--- src/rtl/traffic_phase_scheduler.sv ---
// Timed phase scheduler for a two-street intersection with a pedestrian WALK phase.
// Green dwell is bounded by MIN/MAX_GREEN; yellow, all-red and walk are fixed-length phases.
module traffic_phase_scheduler #(
    parameter int unsigned MIN_GREEN   = 4,
    parameter int unsigned MAX_GREEN   = 10,
    parameter int unsigned YELLOW_TIME = 2,
    parameter int unsigned ALLRED_TIME = 1,
    parameter int unsigned WALK_TIME   = 3,
    parameter int unsigned CNT_W       = 8
) (
    input  logic       clk,
    input  logic       reset,
    input  logic       TA,
    input  logic       TB,
    input  logic       ped_req,
    output logic [1:0] LA,
    output logic [1:0] LB,
    output logic       walk,
    output logic       ped_wait,
    output logic [2:0] phase
);

    localparam logic [2:0] S_AG = 3'd0;
    localparam logic [2:0] S_AY = 3'd1;
    localparam logic [2:0] S_AR = 3'd2;
    localparam logic [2:0] S_BG = 3'd3;
    localparam logic [2:0] S_BY = 3'd4;
    localparam logic [2:0] S_BR = 3'd5;
    localparam logic [2:0] S_PW = 3'd6;

    localparam logic [1:0] L_GREEN  = 2'b00;
    localparam logic [1:0] L_YELLOW = 2'b01;
    localparam logic [1:0] L_RED    = 2'b10;

    localparam logic [CNT_W-1:0] MIN_M1    = CNT_W'(MIN_GREEN - 1);
    localparam logic [CNT_W-1:0] MAX_M1    = CNT_W'(MAX_GREEN - 1);
    localparam logic [CNT_W-1:0] YEL_M1    = CNT_W'(YELLOW_TIME - 1);
    localparam logic [CNT_W-1:0] ALLRED_M1 = CNT_W'(ALLRED_TIME - 1);
    localparam logic [CNT_W-1:0] WALK_M1   = CNT_W'(WALK_TIME - 1);
    localparam logic [CNT_W-1:0] TIMER_MAX = {CNT_W{1'b1}};

    logic [2:0]       state_q, state_d;
    logic [CNT_W-1:0] timer_q, timer_d;
    logic             ped_wait_q, ped_wait_d;
    logic             next_b_q, next_b_d;
    logic             exit_a, exit_b;

    // A green yields once minimum dwell is met and the other side (or a pedestrian)
    // is waiting, unless its own traffic keeps it up to the maximum dwell.
    assign exit_a = (timer_q >= MIN_M1) && (TB || ped_wait_q) && (!TA || (timer_q >= MAX_M1));
    assign exit_b = (timer_q >= MIN_M1) && (TA || ped_wait_q) && (!TB || (timer_q >= MAX_M1));

    always_ff @(posedge clk) begin
        if (reset) begin
            state_q <= S_AG;
        end else begin
            state_q <= state_d;
        end
    end

    always_comb begin
        state_d = state_q;
        case (state_q)
            S_AG: if (exit_a) state_d = S_AY;
            S_AY: if (timer_q == YEL_M1) state_d = S_AR;
            S_AR: if (timer_q == ALLRED_M1) state_d = ped_wait_q ? S_PW : S_BG;
            S_BG: if (exit_b) state_d = S_BY;
            S_BY: if (timer_q == YEL_M1) state_d = S_BR;
            S_BR: if (timer_q == ALLRED_M1) state_d = ped_wait_q ? S_PW : S_AG;
            S_PW: if (timer_q == WALK_M1) state_d = next_b_q ? S_BG : S_AG;
            default: state_d = S_AG;
        endcase
    end

    always_comb begin
        LA   = L_RED;
        LB   = L_RED;
        walk = 1'b0;
        case (state_q)
            S_AG: LA = L_GREEN;
            S_AY: LA = L_YELLOW;
            S_BG: LB = L_GREEN;
            S_BY: LB = L_YELLOW;
            S_PW: walk = 1'b1;
            default: ;
        endcase
    end

    // Dwell timer, pedestrian latch and post-walk green selector.
    always_comb begin
        timer_d    = (timer_q == TIMER_MAX) ? timer_q : timer_q + CNT_W'(1);
        ped_wait_d = ped_wait_q;
        next_b_d   = next_b_q;
        if (state_d != state_q) begin
            timer_d = '0;
        end
        if (state_q == S_PW) begin
            if (timer_q == WALK_M1) begin
                ped_wait_d = 1'b0;
            end
        end else if (ped_req) begin
            ped_wait_d = 1'b1;
        end
        if ((state_d == S_AR) && (state_q != S_AR)) begin
            next_b_d = 1'b1;
        end
        if ((state_d == S_BR) && (state_q != S_BR)) begin
            next_b_d = 1'b0;
        end
    end

    always_ff @(posedge clk) begin
        if (reset) begin
            timer_q    <= '0;
            ped_wait_q <= 1'b0;
            next_b_q   <= 1'b0;
        end else begin
            timer_q    <= timer_d;
            ped_wait_q <= ped_wait_d;
            next_b_q   <= next_b_d;
        end
    end

    assign ped_wait = ped_wait_q;
    assign phase    = state_q;

endmodule

--- config.mk ---
export PLATFORM = sky130hd
export DESIGN_NAME = traffic_phase_scheduler
export DESIGN_NICKNAME = d
export VERILOG_FILES = /design/src/rtl/traffic_phase_scheduler.sv
export SDC_FILE = /design/constraint.sdc
export NUM_CORES = 1
export LEC_CHECK = 0
export BUFFER_PORTS_ARGS = -buffer_cell sky130_fd_sc_hd__buf_2
export CAP_MARGIN = 10
export CORE_MARGIN = 3
export CORE_UTILIZATION = 37
export DETAILED_ROUTE_END_ITERATION = 7
export PLACE_DENSITY = 0.67
export SETUP_SLACK_MARGIN = 0.4
export SYNTH_ARGS = -nofsm -noshare
export SYNTH_HDL_FRONTEND = slang
export SYNTH_SLANG_ARGS = --single-unit
--- constraint.sdc ---
create_clock -name clk -period 4.49 [get_ports clk]
set_clock_uncertainty 0.05 [all_clocks]
set_input_delay 0 -clock clk [delete_from_list [all_inputs] [get_ports clk]]
set_output_delay 0 -clock clk [all_outputs]
set_load 0.005 [all_outputs]
==> results_dict.tcl <==
set metrics [dict create \
    status "completed" \
    crit_type "flip-flop to flip-flop" \
    fin_crit_ns 2.70 \
    finalHoldViolCount 0 \
    grt_pass1_vias 997 \
    synthCells 143 \
    clk_transition_reported_paths_ns 0.09 \
    drive_above_1_share_pct 19.5 \
    worstMarginPinSlew_ns 0.738 \
    ctsResizeCount 0 \
    synth_most_common_cell "nand2_1" \
    cts_tree "yes" \
    finalSetupTns_ns 0 \
    yosysTopAreaCellShare_pct 23.5 \
    yosysTopAreaCell "dfxtp_1" \
    holdBufCountCts 1 \
    power_uw 526 \
    min_to "ped_wait" \
    synth_nets 153 \
    final_util_pct 43.6 \
    vias 1112 \
    grt_max_degree 16 \
    grtUsageTotal_pct 16.0 \
    io_buffer_count 13 \
    whs_path_depth 4 \
    hp-class "input pin to flip-flop" \
    critPathArrivalTime_ns 2.83 \
    yosys-top-cells-count "15 x nand2_1, 14 x nor2_1, 13 x dfxtp_1" \
    ys_ff_latch 13 \
    cts_post_setup_buffers_inserted 0 \
    die_w_um 60.7 \
    max_freq_ghz 0.371 \
    synth.avg_cell_area_um2 7.75 \
    ys_seq_area_share_pct 23.5 \
    first_iter_violations 112 \
    final_nets 165 \
    htree_levels 1 \
    fin_area_um2 1220 \
    cts.sinks 13 \
    ctsLongestPathBuffers 2 \
    reg2reg_slack_ns 1.79 \
    synthAdderAreaFrac_pct 5.64 \
    reg2reg_depth 8 \
    dr.pass1.iters 4 \
    async_flop_share_pct 0 \
    fin_cells 185 \
    fin_crit_sh_pct 60.1 \
    synth_edf_count 0 \
    peakVddDrop_uv 229 \
    initial_core_util_pct 39.5 \
    yosysWarnings 0 \
    synth_xor_xnor_area_share_pct 1.58 \
    core_area_um2 2810 \
    die_area_um2 3690 \
    via_per_inst 6.01 \
    ant_nets 0 \
    netlist_area_um2 1110 \
    drcViolationCount 0 \
    cts_buffers 3 \
    synth.distinct_cells 46 \
    dp_cells 180 \
    dp_hpwl_um 2130 \
    gp_congestion 0.941 \
    antenna_cells 0 \
    relSlewSlack_pct 50.4 \
    synth_compound_area_share_pct 30.4 \
    wl_per_cell_um 14.9 \
    synth-simple-area-share_pct 33.5 \
    antenna_found_initial 0 \
    reg2reg_from "timer_q[1]" \
    grt_pass1_wl_um 4530 \
    rows 19 \
    root_buffer "clkbuf_4" \
    cp.required_ns 4.62 \
    syn_to_final_growth_pct 10.4 \
    powerDensity_nw_per_um2 430 \
    power_leakage_uw 0.000453 \
    die_h_um 60.7 \
    reg2reg_to "timer_q[7]" \
    crit_fanout 8 \
    rsz0062_at_grt "false" \
    yosys-top-cells-area "dfxtp_1 23%, ha_1 5.6%, nand2_1 5.1%" \
    grt_overflow 0 \
    setup_viol 0 \
    routed_wl_um 2760 \
    end_kind "flip-flop" \
    ios 14 \
    place_area_um2 1190 \
    cap_violations 0 \
    synthMuxAreaShare_pct 1.35 \
    synth_top_family_by_area "simple AND/OR/NAND/NOR gates" \
    synth_ff_type "dfxtp_1" \
    clkLatencyLatePin_ns 0.28 \
    critPathLaunchType "flip-flop" \
    min_from "ped_req" \
    drv_slew 0 \
]
[worst max-delay path: stages, from the launching register on]
cell	delay, ns
dfxtp_1	0.40
inv_1	0.11
ha_1	0.28
or3b_2	0.47
a21oi_2	0.16
a2111oi_1	0.12
a2111oi_4	0.53
nand2_4	0.15
mux2_4	0.32
[state kept, by name, indices dropped and copies added (netlist names)]
| register | cells |
|---|---|
| phase | 3 |
| next_b_q | 1 |
| timer_q | 8 |
| ped_wait | 1 |
[power breakdown]
group	switching, uW	internal (uW)	total [uW]	leakage, uW
sequential	50.8	135	186	0.000106
clock	45.2	33.1	78.3	0.0000177
combinational	149	113	262	0.000329
total	245	281	526	0.000453
[cell usage in the layout, fill, tap and decap left out, types with 3 or more instances in the layout]
| master | n |
|---|---|
| a211o_1 | 5 |
| nor3_1 | 6 |
| o21ai_1 | 3 |
| inv_1 | 5 |
| a31oi_1 | 3 |
| a21oi_1 | 7 |
| dfxtp_1 | 13 |
| clkbuf_4 | 3 |
| nor2b_1 | 4 |
| buf_2 | 13 |
| ha_1 | 5 |
| nor2_1 | 14 |
| and3_1 | 3 |
| o31ai_1 | 5 |
| nand4_1 | 3 |
| nand2_1 | 15 |
| o21ai_0 | 6 |
| nand3_1 | 4 |
[final cells by class]
cell class	instances	area [um2]
well taps	31	38.8
multi-input cells	118	803
fillers	300	1580
flip-flops and latches	13	260
clock buffers	3	22.5
inverters	5	18.8
repair buffers	14	75.1
clock inverters	1	5.00
[metal layers]
metal / global-route usage (%) / wire length, um / share of wire (%)
met4: 2.79 / 20 / 0.72
met2: 27.9 / 1340 / 48
met5: 0 / 0 / 0
met1: 20.7 / 1290 / 47
met3: 3.19 / 109 / 3.9
[metrics by stage]
| stage | hold WS [ns] | setup slack, ns |
|---|---|---|
| global placement | 0.237 | 1.89 |
| detailed placement | 0.240 | 1.78 |
| CTS | 0.00592 | 1.77 |
| global route | 0.0289 | 1.61 |
| finish | 0.00307 | 1.79 |
| floorplan | 0.0191 | 2.02 |
[how the worst max path moves through the flow]
| stage | start | end | slack (ns) | cells past startpoint |
|---|---|---|---|---|
| 6_report | timer_q[1] | timer_q[7] | 1.79 | 8 |
| 5_1_grt | timer_q[1] | timer_q[7] | 1.61 | 8 |
| 4_1_cts | timer_q[1] | timer_q[7] | 1.77 | 8 |
| 3_5_place_dp | timer_q[1] | timer_q[7] | 1.78 | 8 |
| 3_3_place_gp | timer_q[1] | timer_q[7] | 1.89 | 8 |
| 2_1_floorplan | timer_q[1] | timer_q[7] | 2.02 | 8 |
[kinds of logic after synthesis]
| family | count (synthesis) |
|---|---|
| fa+ha+maj | 5 |
| xor+xnor | 2 |
| simple gates | 67 |
| compound gates | 43 |
| mux | 1 |
| flops | 13 |
| buf+inv | 12 |
No activity file was read; power rests on OpenSTA's default activity.
